===== src/rtl/candidate_scan_sequencer.sv =====
// candidate_scan_sequencer
//   Sequences one error-correction job through the kmer/candidate extraction
//   pipeline: accepts a job, issues one kmer position per pipeline transfer,
//   counts returned results and pulses done once everything has drained.
//
// Ports
//   clk, rstb               clock, asynchronous active-low reset
//   job_valid / job_ready   job handshake (ready only while idle)
//   job_candidate           2-bit-per-base candidate, bit 0 = base -EXTENSION_WIDTH
//   job_start_pos/end_pos   signed first/last kmer position (inclusive)
//   job_direction           forwarded to pipeline
//   job_kmer_length         forwarded to pipeline
//   abort                   stop issuing, drain outstanding results, finish
//   pipe_ip_valid           issue strobe, transfer when pipe_ready4_ip is high
//   pipe_op_valid           one result returned by the pipeline
//   pipe_candidate/position/direction/kmer_length   latched job fields
//   busy, done              activity flag, one-cycle completion pulse
//   issued_count            positions accepted by the pipeline this job
//   returned_count          results counted this job
//   err_flags               {timeout, unexpected_result, range}, sticky per job
//
// Build option
//   CAND_SEQ_WATCHDOG_EN    enables the DRAIN watchdog (DRAIN_TIMEOUT cycles)
//                           and err_flags[2]; otherwise DRAIN waits forever.

module candidate_scan_sequencer #(
    parameter int MAX_READ_BIT_WIDTH = 8,
    parameter int MAX_KMER_BIT_WIDTH = 6,
    parameter int EXTENSION_WIDTH    = 5,
    parameter int MIN_KMER_WIDTH     = 12,
    parameter int DRAIN_TIMEOUT      = 64,
    localparam int CAND_W = 2 * (2**MAX_READ_BIT_WIDTH + 2*EXTENSION_WIDTH
                                 + 2**MAX_KMER_BIT_WIDTH - MIN_KMER_WIDTH),
    localparam int POS_W  = MAX_READ_BIT_WIDTH + 1,
    localparam int CNT_W  = MAX_READ_BIT_WIDTH + 2
) (
    input  logic                          clk,
    input  logic                          rstb,
    input  logic                          job_valid,
    output logic                          job_ready,
    input  logic [CAND_W-1:0]             job_candidate,
    input  logic [POS_W-1:0]              job_start_pos,
    input  logic [POS_W-1:0]              job_end_pos,
    input  logic                          job_direction,
    input  logic [MAX_KMER_BIT_WIDTH-1:0] job_kmer_length,
    input  logic                          abort,
    output logic                          pipe_ip_valid,
    input  logic                          pipe_ready4_ip,
    input  logic                          pipe_op_valid,
    output logic [CAND_W-1:0]             pipe_candidate,
    output logic [POS_W-1:0]              pipe_position,
    output logic                          pipe_direction,
    output logic [MAX_KMER_BIT_WIDTH-1:0] pipe_kmer_length,
    output logic                          busy,
    output logic                          done,
    output logic [CNT_W-1:0]              issued_count,
    output logic [CNT_W-1:0]              returned_count,
    output logic [2:0]                    err_flags
);

    localparam logic signed [POS_W-1:0] POS_MIN = POS_W'(-EXTENSION_WIDTH);
    localparam logic signed [POS_W-1:0] POS_MAX =
        POS_W'(2**MAX_READ_BIT_WIDTH + EXTENSION_WIDTH - MIN_KMER_WIDTH);

    typedef enum logic [1:0] {S_IDLE, S_ISSUE, S_DRAIN, S_DONE} state_t;

    state_t                          state_q, state_d;
    logic [CAND_W-1:0]               cand_q, cand_d;
    logic [POS_W-1:0]                pos_q, pos_d;
    logic [POS_W-1:0]                end_q, end_d;
    logic                            dir_q, dir_d;
    logic [MAX_KMER_BIT_WIDTH-1:0]   klen_q, klen_d;
    logic [CNT_W-1:0]                issued_q, issued_d;
    logic [CNT_W-1:0]                returned_q, returned_d;
    logic [1:0]                      err_q, err_d;   // {unexpected_result, range}
    logic                            range_bad;

`ifdef CAND_SEQ_WATCHDOG_EN
    localparam int WD_W = $clog2(DRAIN_TIMEOUT + 1);
    logic [WD_W-1:0]                 wd_q, wd_d;
    logic                            timeout_q, timeout_d;
`endif

    assign range_bad = ($signed(job_start_pos) < POS_MIN)
                    || ($signed(job_end_pos)   > POS_MAX)
                    || ($signed(job_start_pos) > $signed(job_end_pos));

    always_comb begin
        state_d       = state_q;
        cand_d        = cand_q;
        pos_d         = pos_q;
        end_d         = end_q;
        dir_d         = dir_q;
        klen_d        = klen_q;
        issued_d      = issued_q;
        returned_d    = returned_q;
        err_d         = err_q;
        pipe_ip_valid = 1'b0;
        done          = 1'b0;
`ifdef CAND_SEQ_WATCHDOG_EN
        timeout_d     = timeout_q;
        wd_d          = (state_q == S_DRAIN) ? wd_q + WD_W'(1) : '0;
`endif

        // A result with nothing outstanding is flagged instead of counted.
        if (pipe_op_valid && (state_q == S_ISSUE || state_q == S_DRAIN)) begin
            if (returned_q == issued_q) err_d[1] = 1'b1;
            else                        returned_d = returned_q + CNT_W'(1);
        end

        case (state_q)
            S_IDLE: begin
                if (job_valid) begin
                    cand_d     = job_candidate;
                    pos_d      = job_start_pos;
                    end_d      = job_end_pos;
                    dir_d      = job_direction;
                    klen_d     = job_kmer_length;
                    issued_d   = '0;
                    returned_d = '0;
                    err_d      = {1'b0, range_bad};
`ifdef CAND_SEQ_WATCHDOG_EN
                    timeout_d  = 1'b0;
`endif
                    // A rejected job passes through DRAIN with nothing
                    // outstanding, so it finishes exactly like an early abort.
                    state_d    = range_bad ? S_DRAIN : S_ISSUE;
                end
            end
            S_ISSUE: begin
                if (abort) begin
                    state_d = S_DRAIN;
                end else begin
                    pipe_ip_valid = 1'b1;
                    if (pipe_ready4_ip) begin
                        issued_d = issued_q + CNT_W'(1);
                        if (pos_q == end_q) state_d = S_DRAIN;
                        else                pos_d   = pos_q + POS_W'(1);
                    end
                end
            end
            S_DRAIN: begin
                if (returned_d == issued_q) begin
                    state_d = S_DONE;
                end
`ifdef CAND_SEQ_WATCHDOG_EN
                else if (wd_q == WD_W'(DRAIN_TIMEOUT)) begin
                    timeout_d = 1'b1;
                    state_d   = S_DONE;
                end
`endif
            end
            S_DONE: begin
                done    = 1'b1;
                state_d = S_IDLE;
            end
            default: state_d = S_IDLE;
        endcase
    end

    always_ff @(posedge clk or negedge rstb) begin
        if (!rstb) begin
            state_q    <= S_IDLE;
            cand_q     <= '0;
            pos_q      <= '0;
            end_q      <= '0;
            dir_q      <= 1'b0;
            klen_q     <= '0;
            issued_q   <= '0;
            returned_q <= '0;
            err_q      <= '0;
`ifdef CAND_SEQ_WATCHDOG_EN
            wd_q       <= '0;
            timeout_q  <= 1'b0;
`endif
        end else begin
            state_q    <= state_d;
            cand_q     <= cand_d;
            pos_q      <= pos_d;
            end_q      <= end_d;
            dir_q      <= dir_d;
            klen_q     <= klen_d;
            issued_q   <= issued_d;
            returned_q <= returned_d;
            err_q      <= err_d;
`ifdef CAND_SEQ_WATCHDOG_EN
            wd_q       <= wd_d;
            timeout_q  <= timeout_d;
`endif
        end
    end

    assign job_ready        = (state_q == S_IDLE);
    assign busy             = (state_q != S_IDLE);
    assign pipe_candidate   = cand_q;
    assign pipe_position    = pos_q;
    assign pipe_direction   = dir_q;
    assign pipe_kmer_length = klen_q;
    assign issued_count     = issued_q;
    assign returned_count   = returned_q;
`ifdef CAND_SEQ_WATCHDOG_EN
    assign err_flags        = {timeout_q, err_q};
`else
    assign err_flags        = {1'b0, err_q};
`endif

endmodule


===== config.mk =====
export PLATFORM = sky130hd
export DESIGN_NAME = candidate_scan_sequencer
export DESIGN_NICKNAME = d
export VERILOG_FILES = /design/src/rtl/candidate_scan_sequencer.sv
export SDC_FILE = /design/constraint.sdc
export NUM_CORES = 1
export LEC_CHECK = 0
export BUFFER_PORTS_ARGS = -buffer_cell sky130_fd_sc_hd__buf_2
export CAP_MARGIN = 20
export CELL_PAD_IN_SITES_DETAIL_PLACEMENT = 0
export CELL_PAD_IN_SITES_GLOBAL_PLACEMENT = 1
export CORE_AREA = 2 2 527 529
export DETAILED_ROUTE_END_ITERATION = 10
export DIE_AREA = 0 0 529 531
export PLACE_DENSITY = 0.36
export SETUP_SLACK_MARGIN = 0.5
export SLEW_MARGIN = 40
export SYNTH_ARGS = -nofsm -noshare
export SYNTH_HDL_FRONTEND = slang
export SYNTH_SLANG_ARGS = --single-unit
export TNS_END_PERCENT = 30

===== constraint.sdc =====
create_clock -name clk -period 3.53 [get_ports clk]
set_input_delay 0.5295 -clock clk [delete_from_list [all_inputs] [get_ports clk]]
set_output_delay 0.5295 -clock clk [all_outputs]
set_load 0.005 [all_outputs]

Word level (Yosys, flattened, before mapping)
Index checks and enable logic that the tools add are counted.
{"block": "totals", "output_inout_bits": 679, "reg_bits": 685, "in_bits": 667, "elab_cells": 67}
{"block": "op_classes", "reduce_logical": 11, "addsub": 3, "order_cmp": 3, "n_eq_ne": 13, "n_mux": 27}
{"cell": "10-bit two-way mux", "n": 7}
{"cell": "9-bit two-way mux", "n": 4}
{"cell": "10-bit by 1-bit adder with 10-bit output (second input constant)", "n": 2}
{"cell": "10-bit equality test", "n": 2}
{"cell": "10-bit one-hot mux with 2 select lines", "n": 1}
{"cell": "9-bit one-hot mux with 2 select lines", "n": 1}
{"cell": "2-bit two-way mux", "n": 8}
{"cell": "9-bit by 1-bit adder with 9-bit output (second input constant)", "n": 1}
{"cell": "9-bit equality test", "n": 1}
{"cell": "9-bit greater-than comparator", "n": 1}
{"cell": "9-bit greater-than comparator (second input constant)", "n": 1}
{"cell": "9-bit by 4-bit less-than comparator with 1-bit output (second input constant)", "n": 1}
{"cell": "2-bit != test (second input constant)", "n": 4}
{"cell": "2-bit one-hot mux with 4 select lines", "n": 1}
{"cell": "4-bit AND reduction", "n": 2}
{"cell": "1-bit two-way mux", "n": 5}
{"cell": "5-bit AND reduction", "n": 1}
{"cell": "2-bit equality test (second input constant)", "n": 2}
{"cell": "2-bit nonzero test", "n": 2}
{"cell": "1-bit logical OR", "n": 3}
{"cell": "3-bit by 2-bit != test with 1-bit output (second input constant)", "n": 1}
{"cell": "3-bit != test (second input constant)", "n": 1}
{"cell": "2-bit by 1-bit equality test with 1-bit output (second input constant)", "n": 1}
{"cell": "2-bit zero test", "n": 1}
{"cell": "3 further kinds", "n": 3}

Longest topological paths before layout
Gate-level depths: netlist of the first run.
{"block": "logic_depth", "depth_word": 7, "depth_mapped": 10, "depth_no_buf": 9}

Worst setup path before layout of the first run
No wires, ideal clock.
{"block": "synth_path", "path_kind": "register to register", "startpoint": "reg issued_q[7], in the netlist issued_count[7]", "endpoint": "reg state_q[1]", "path_slack_ps": 864, "setup_time_ps": 128, "period_less_slack_ps": 2666, "t_arrival_ps": 2538, "stages_incl_launch_ff": 8, "cell_sequence": "dfrtp_1 xor2_1 or4_4 or3_1 and2_4 mux2_4 a31oi_4 mux2_1"}
{"block": "synth_via", "elab_chain_len": 6}
{"element": "start, declared", "line_no": "73", "source": "logic [CNT_W-1:0] issued_q, issued_d;"}
{"element": "start signal, assigned", "line_no": "183", "source": "issued_q <= issued_d;"}
{"element": "10-bit equality test", "line_no": "107", "source": "if (returned_q == issued_q) err_d[1] = 1'b1;"}
{"element": "10-bit two-way mux", "line_no": "107"}
{"element": "10-bit two-way mux", "line_no": "106", "source": "if (pipe_op_valid && (state_q == S_ISSUE || state_q == S_DRAIN)) begin"}
{"element": "10-bit equality test (*)", "line_no": "143", "source": "if (returned_d == issued_q) begin"}
{"element": "2-bit by 1-bit != test with 1-bit output (no source line) (*)"}
{"element": "4-bit AND reduction (no source line) (*)"}
{"element": "end signal, assigned", "line_no": "177", "source": "state_q <= state_d;"}
{"element": "end, declared", "line_no": "67", "source": "state_t state_q, state_d;"}
Every way passes the cells marked *; elsewhere a longest branch is shown, timed or not.
A chain may end at the register's enable or synchronous reset.

Worst setup path in the final report of the first run
{"block": "layout_path", "startpoint": "reg state_q[0]", "endpoint": "reg state_q[1]"}
{"block": "layout_via", "elab_chain_len": 7, "elab_cells_between_ends": 14, "classes_between": "eq/ne (8); mux (2); reduce/logical (4)"}
{"element": "2-bit by 1-bit equality test with 1-bit output or 2-bit equality test (tied branches)", "line_no": "106, 111"}
{"element": "1-bit logical OR", "line_no": "106"}
{"element": "1-bit logical AND", "line_no": "106"}
{"element": "10-bit two-way mux", "line_no": "106"}
{"element": "10-bit equality test", "line_no": "143"}
{"element": "2-bit by 1-bit != test with 1-bit output (no source line)"}
{"element": "4-bit AND reduction (no source line)"}
Several ways; a longest one is shown, not always the timed one.

==> reports/metrics.yaml, run 1 <==
min_path:
  worstHoldPathType: "primary input to register"
  holdCritStartpoint: "job_candidate[234]"
global_route:
  grt_pass1_vias: 30225
  track_usage_pct: 13.8
  grt.met1_usage_pct: 15.8
  antenna_found_initial: 110
  grt_max_degree: 106
  grt.busiest_layer: "met2"
  use_met3_pct: 7.57
  overflow: 0
  grtUsageMet2_pct: 22.4
  grt_pass1_wl_mm: 267
die:
  chipWidth_um: 529
  ios: 1346
  start_util_pct: 9.72
  core_um2: 275000
  dieArea_um2: 281000
  rows: 193
  die_h_um: 531
route:
  viasPerCell: 3.26
  drc: 0
  drtIter0Drc: 1181
  drt-pass1-iter-count: 5
  vias: 28584
  postRouteAntennaNets: 0
  wl_per_cell_um: 22.8
  wirelength_mm: 200
sta:
  rsz0062_at_grt: "false"
  hold_viol_final: 0
  hold_slack_ns: 0.0921
  worstMarginPinSlew_ns: 0.711
  finalCritPeriodShare_pct: 82.1
  setup-tns-final_ns: 0
  worst_clock_skew_ns: 0.0416
  slew_viol_final: 0
  period_needed_ns: 2.90
  max_slew_margin_pct: 52.6
  fmax_mhz: 345
  setup_viol: 0
layout:
  multi_input_area_um2: 9000
  fill_cells: 31353
  final_area_um2: 48300
  finalNetCount: 5748
  seqCellArea_um2: 17100
  drive_gt1_share_pct: 30.9
  syn_to_final_growth_pct: 80.4
worst_setup_path:
  crit_path_max_incr_delay_ns: 0.40
  startpoint_type: "register"
  critPathBufInv: 2
  cp-endpoint: "state_q[1]"
  path_class: "register to register"
  r2r_start: "state_q[0]"
  cp.required_ns: 4.21
  end_kind: "register"
  cp_max_fo: 7
  r2r_slack_ns: 0.63
  ff2ff_path_depth: 9
  path_delay_family: "simple AND/OR/NAND/NOR gates"
  r2r_end: "state_q[1]"
  worstPathCellList: "inv_1, ha_1, and2_0, o31ai_4, buf_4, o21ai_0, nor4b_4, a31oi_4, mux2_1"
  crit_cells: 9
  cp_slowest_cell: "and2_0"
  startpoint: "state_q[0]"
  worstPathArrival_ns: 3.58
synthesis:
  synth_edf_count: 0
  yosysUniqueCellTypes: 51
  synth_largest_area_cell: "dfrtp_1"
  syn_area_um2: 26800
  syn_inst: 3050
  ys_seq_elements: 685
  synth_ff_type: "dfrtp_1"
  post-synth-top-area-fraction_pct: 64.0
  syn_avg_cell_area_um2: 8.78
  synthTopCellsByArea: "dfrtp_1 (64%), nand2_1 (27%), clkbuf_1 (2.1%)"
  synth_nets: 3734
  ys_warn_count: 0
  async_reset_ff_share_pct: 100
  ys_seq_area_share_pct: 64.0
clocking:
  clk_path_buf_depth: 4
  cts.sinks: 685
  cts-buffers-inserted: 104
  root_buffer: "clkbuf_16"
  cts.htree.levels: 3
  clk_latency_ns: 0.81
  clk_pin_slew_ns: 0.06
  cts_tree: "yes"
place:
  hpwl_mm: 165
  finalWeightedCongestion: 0.827
  portBuffers: 1344
  place_area_um2: 38300
power:
  sequentialPowerShare_pct: 34.4
  p_int_uw: 23300
  pwr-share-clk_pct: 27.7
  power_density_nw_per_um2: 812
  leakagePower_uw: 0.0254
  swShare_pct: 40.6
  irDropWorstVdd_v: 0.000373
  p_comb_share_pct: 37.9
  p_sw_uw: 15900
job:
  cap_violations: 0
run_status:
  status: "completed"
## layer usage
metal,wire length (µm),vias to the layer above
met5,414,-
met4,4300,70
met3,24200,321
met2,91300,1117
met1,79900,13648
li1,-,13428
## registers in the layout, summed over array words and instances, names as in the netlist, 2 cells and up
signal and cells:
returned_count 10, end_q 9, issued_count 10, err_q 2, state_q 2, pipe_candidate 636, pipe_position 9, pipe_kmer_length 6
## tightest hold or removal path, delay by kind of cell
kind          cells  cell delay [ns]
buf+inv           1             0.14
simple gates      2             0.18
## repair_timing
item | 4_1_cts | 5_1_grt
buffers inserted | 0 | 0
resized for setup | 0 | 1
setup endpoints to repair | 0 | 2
endpoints found under the hold margin | 688 | 0
hold buffers | 648 | 0
## worst min path at each step
stage | to | cells after the start
after floorplan | end_q[0] | 0
after global placement | pipe_candidate[424] | 2
after CTS | pipe_position[4] | 3
final | pipe_candidate[234] | 3
after detailed placement | pipe_candidate[523] | 2
after global routing | pipe_candidate[234] | 3
## cell usage after synthesis (10+ instances only)
cell         n
xnor2_1     13
nand2_1   1961
a21oi_1     17
nand4_1     11
nor2_1      28
or3_1       10
dfrtp_1    685
nand3_1     11
o21ai_0     30
inv_1       17
ha_1        17
xor2_1      21
clkbuf_1   149
## per-stage QoR
step / instances / setup slack, ns / utilization [%] / power (µW)
detailed placement: 7917 / 0.550 / 13.9 / 28500
CTS: 8748 / 0.529 / 17.5 / 40600
global placement: 7916 / 0.502 / 13.9 / 28500
global route: 8763 / 0.500 / 17.5 / 42600
floorplan: 3050 / 0.864 / - / 18400
finish: 8771 / 0.632 / 17.5 / 39200
## kinds of logic (layout without fill, tap and decap cells)
logic type                 Yosys count  count (layout)  synth area share (%)
DFF                                685             685                  64.0
and+or+nand+nor                   2058            2058                  29.5
AOI/OAI and AO/OA                   78              78                  1.84
adders and majority gates           17              17                 0.795
buffers and inverters              171            2262                  2.42
muxes                                6               6                 0.248
other                                1              24                0.0140
xor gates and xnor gates            34              34                  1.11
## layout make-up
cell class              instances  area share [%]
diodes                         23           0.119
flip-flops and latches        685            35.5
inverters                      17           0.132
clock inverters                45            1.16
repair buffers               2062            29.1
well taps                    3607            9.34
multi-input cells            2194            18.6
clock buffers                 138            6.03
## power groups by stage
stage / Sequential [µW] / Clock, µW / Combinational, µW
after floorplan: 13600 / 0 / 4780
after global placement: 13500 / 0 / 15000
after detailed placement: 13500 / 0 / 14900
after CTS: 13500 / 11400 / 15600
after global routing: 14000 / 11700 / 16900
final: 13500 / 10900 / 14900
## cells in the final DEF (no fill, tap or decap), types with 10 or more instances in the layout
cell type      instances
a21oi_1               17
buf_12                23
buf_2               1343
buf_4                 46
bufinv_16             11
clkbuf_1              16
clkbuf_16            104
clkbuf_8              18
clkinv_2              21
dfrtp_1              685
diode_2               23
dlygate4sd3_1        648
ha_1                  17
inv_1                 17
nand2_1             1960
nand3_1               11
nand4_1               11
nor2_1                28
o21ai_0               30
or3_1                 10
xnor2_1               13
xor2_1                21
(Power assumes the default switching activity.)
==> run 2, diff against run 1 <==
- ABC_AREA: default -> 1
- CORE_AREA: 2 2 527 529 -> 2 2 528 530
- DIE_AREA: 0 0 529 531 -> 0 0 530 532
- clock period: 3.53 -> 2.7 ns (I/O delays scaled with it)
==> reports/metrics.yaml, run 2 <==
run_status:
  status: "completed"
global_route:
  track_usage_pct: 13.5
  grt_pass1_wl_mm: 265
  overflow: 0
  grt_max_degree: 88
  antenna_found_initial: 87
  grt_pass1_vias: 30785
route:
  postRouteAntennaNets: 0
  wl_per_cell_um: 21.8
  drtIter0Drc: 1232
  drc: 0
  wirelength_mm: 197
  viasPerCell: 3.21
  drt-pass1-iter-count: 5
  vias: 28988
layout:
  drive_gt1_share_pct: 31.8
  layout_common_cells: "nand2_1 (2,019), buf_2 (1,340), dfrtp_1 (679)"
  fill_cells: 31529
  final_common_cell: "nand2_1"
  syn_to_final_growth_pct: 83.3
  instances_no_fill: 9030
  final_util_pct: 17.9
  finalNetCount: 5893
  largest_register_ffs: 636
sta:
  setup_viol: 0
  worst_clock_skew_ns: 0.0726
  finalCritPeriodShare_pct: 80.0
  max_slew_margin_pct: 53.1
  fmax_mhz: 463
  hold_viol_final: 0
  worstMarginPinSlew_ns: 0.700
  rsz0062_at_grt: "true"
  period_needed_ns: 2.16
  setup-tns-final_ns: 0
  slew_viol_final: 0
die:
  chipWidth_um: 530
  ios: 1346
  rows: 193
  start_util_pct: 9.74
  core_um2: 276000
  die_h_um: 532
  dieArea_um2: 282000
power:
  leakagePower_uw: 0.0259
  irDropWorstVdd_v: 0.000577
  power_uw: 52800
  power_density_nw_per_um2: 1070
place:
  finalWeightedCongestion: 0.847
  hpwl_mm: 161
  dp_cells: 8121
  portBuffers: 1344
synthesis:
  ys_seq_elements: 685
  post-synth-top-area-fraction_pct: 63.8
  synthTopCellsByArea: "dfrtp_1 (64%), nand2_1 (28%), clkbuf_1 (1.9%)"
  yosysMostFrequentCell: "nand2_1"
  ys_seq_area_share_pct: 63.8
  synth_ff_type: "dfrtp_1"
  synth_edf_count: 0
  ys_warn_count: 0
  syn_avg_cell_area_um2: 8.60
  syn_area_um2: 26900
  synth_largest_area_cell: "dfrtp_1"
  async_reset_ff_share_pct: 100
  yosysUniqueCellTypes: 41
  synth_nets: 3808
  synth_common_cells: "nand2_1 (2,027), dfrtp_1 (685), clkbuf_1 (134)"
  syn_inst: 3124
job:
  cap_violations: 0
clocking:
  clk_path_buf_depth: 4
  cts.htree.levels: 3
  clk_latency_ns: 0.82
  cts-buffers-inserted: 102
  clk_pin_slew_ns: 0.06
  root_buffer: "clkbuf_16"
  cts_tree: "yes"
  cts.sinks: 685
worst_setup_path:
  startpoint_type: "register"
  worstPathArrival_ns: 1.76
  end_kind: "output pin"
  cp_max_fo: 4
  cp.required_ns: 2.30
  path_class: "register to output pin"
min_path:
  worstHoldPathType: "primary input to register"
## run 2: per-stage QoR
step | hold slack, ns | cell area (µm²) | setup WS, ns
6_report | 0.132 | 49300 | 0.539
5_1_grt | 0.0978 | 49200 | 0.410
4_1_cts | 0.0344 | 48800 | 0.422
3_5_place_dp | 0.431 | 38800 | 0.271
3_3_place_gp | 0.424 | 38800 | 0.300
2_1_floorplan | 0.109 | 26900 | 0.655
## run 2: cell type report
type                            count  area (µm²)  share of cell area, %
Sequential cell                   685       17100                   34.8
Timing Repair Buffer             2131       14700                   29.9
Multi-Input combinational cell   2225        9110                   18.5
Tap cell                         3705        4640                   9.41
Clock buffer                      148        2880                   5.84
Clock inverter                     27         360                  0.732
Inverter                           64         265                  0.539
Antenna cell                       45         113                  0.229
## run 2: critical path, cell delays in order (launching register included)
cell and delay [ns]:
dfrtp_1 0.39, inv_2 0.09, buf_6 0.11, ha_4 0.18, inv_4 0.05, buf_6 0.11
## run 2: cell families (layout without fill, tap and decap cells)
kind of cell | after synthesis | count (layout) | synth area share, %
flops | 685 | 685 | 63.8
other cells | 1 | 46 | 0.0140
xor+xnor | 16 | 16 | 0.522
compound gates | 69 | 69 | 1.41
fa+ha+maj | 17 | 17 | 0.792
buf+inv | 215 | 2370 | 3.09
simple gates | 2121 | 2122 | 30.4
## run 2: report_power, final
part / internal (µW) / switching [µW]
combinational: 7650 / 13300
clock: 8020 / 5600
sequential: 15000 / 3150
## run 2: final timing paths
check,startpoint,endpoint,slack [ns],depth (start not counted)
setup / recovery,state_q[0],busy,0.54,5
hold / removal,job_valid,state_q[0],0.13,5
setup reg to reg,state_q[0],issued_count[8],0.56,13
hold reg to reg,pipe_candidate[522],pipe_candidate[522],0.47,2
max in group asynchronous,rstb,pipe_candidate[120],1.47,3
min in group asynchronous,rstb,pipe_candidate[284],0.19,2
## run 2: timing repair
| action | CTS | global route |
|---|---|---|
| setup endpoints to repair | 136 | 51 |
| cloned | 0 | 1 |
| gates resized for setup | 19 | 48 |
| buffers inserted | 7 | 17 |
| pin swaps | 8 | 22 |
| hold buffers | 664 | 0 |
| hold endpoints to repair | 729 | 0 |
## run 2: metal layers
layer	vias up	GRT usage [%]	share of wire, %
li1	13770	-	-
met1	13883	16.7	43
met2	1086	21.0	44
met3	215	6.65	12
met4	34	2.59	1.8
met5	-	0	0.11
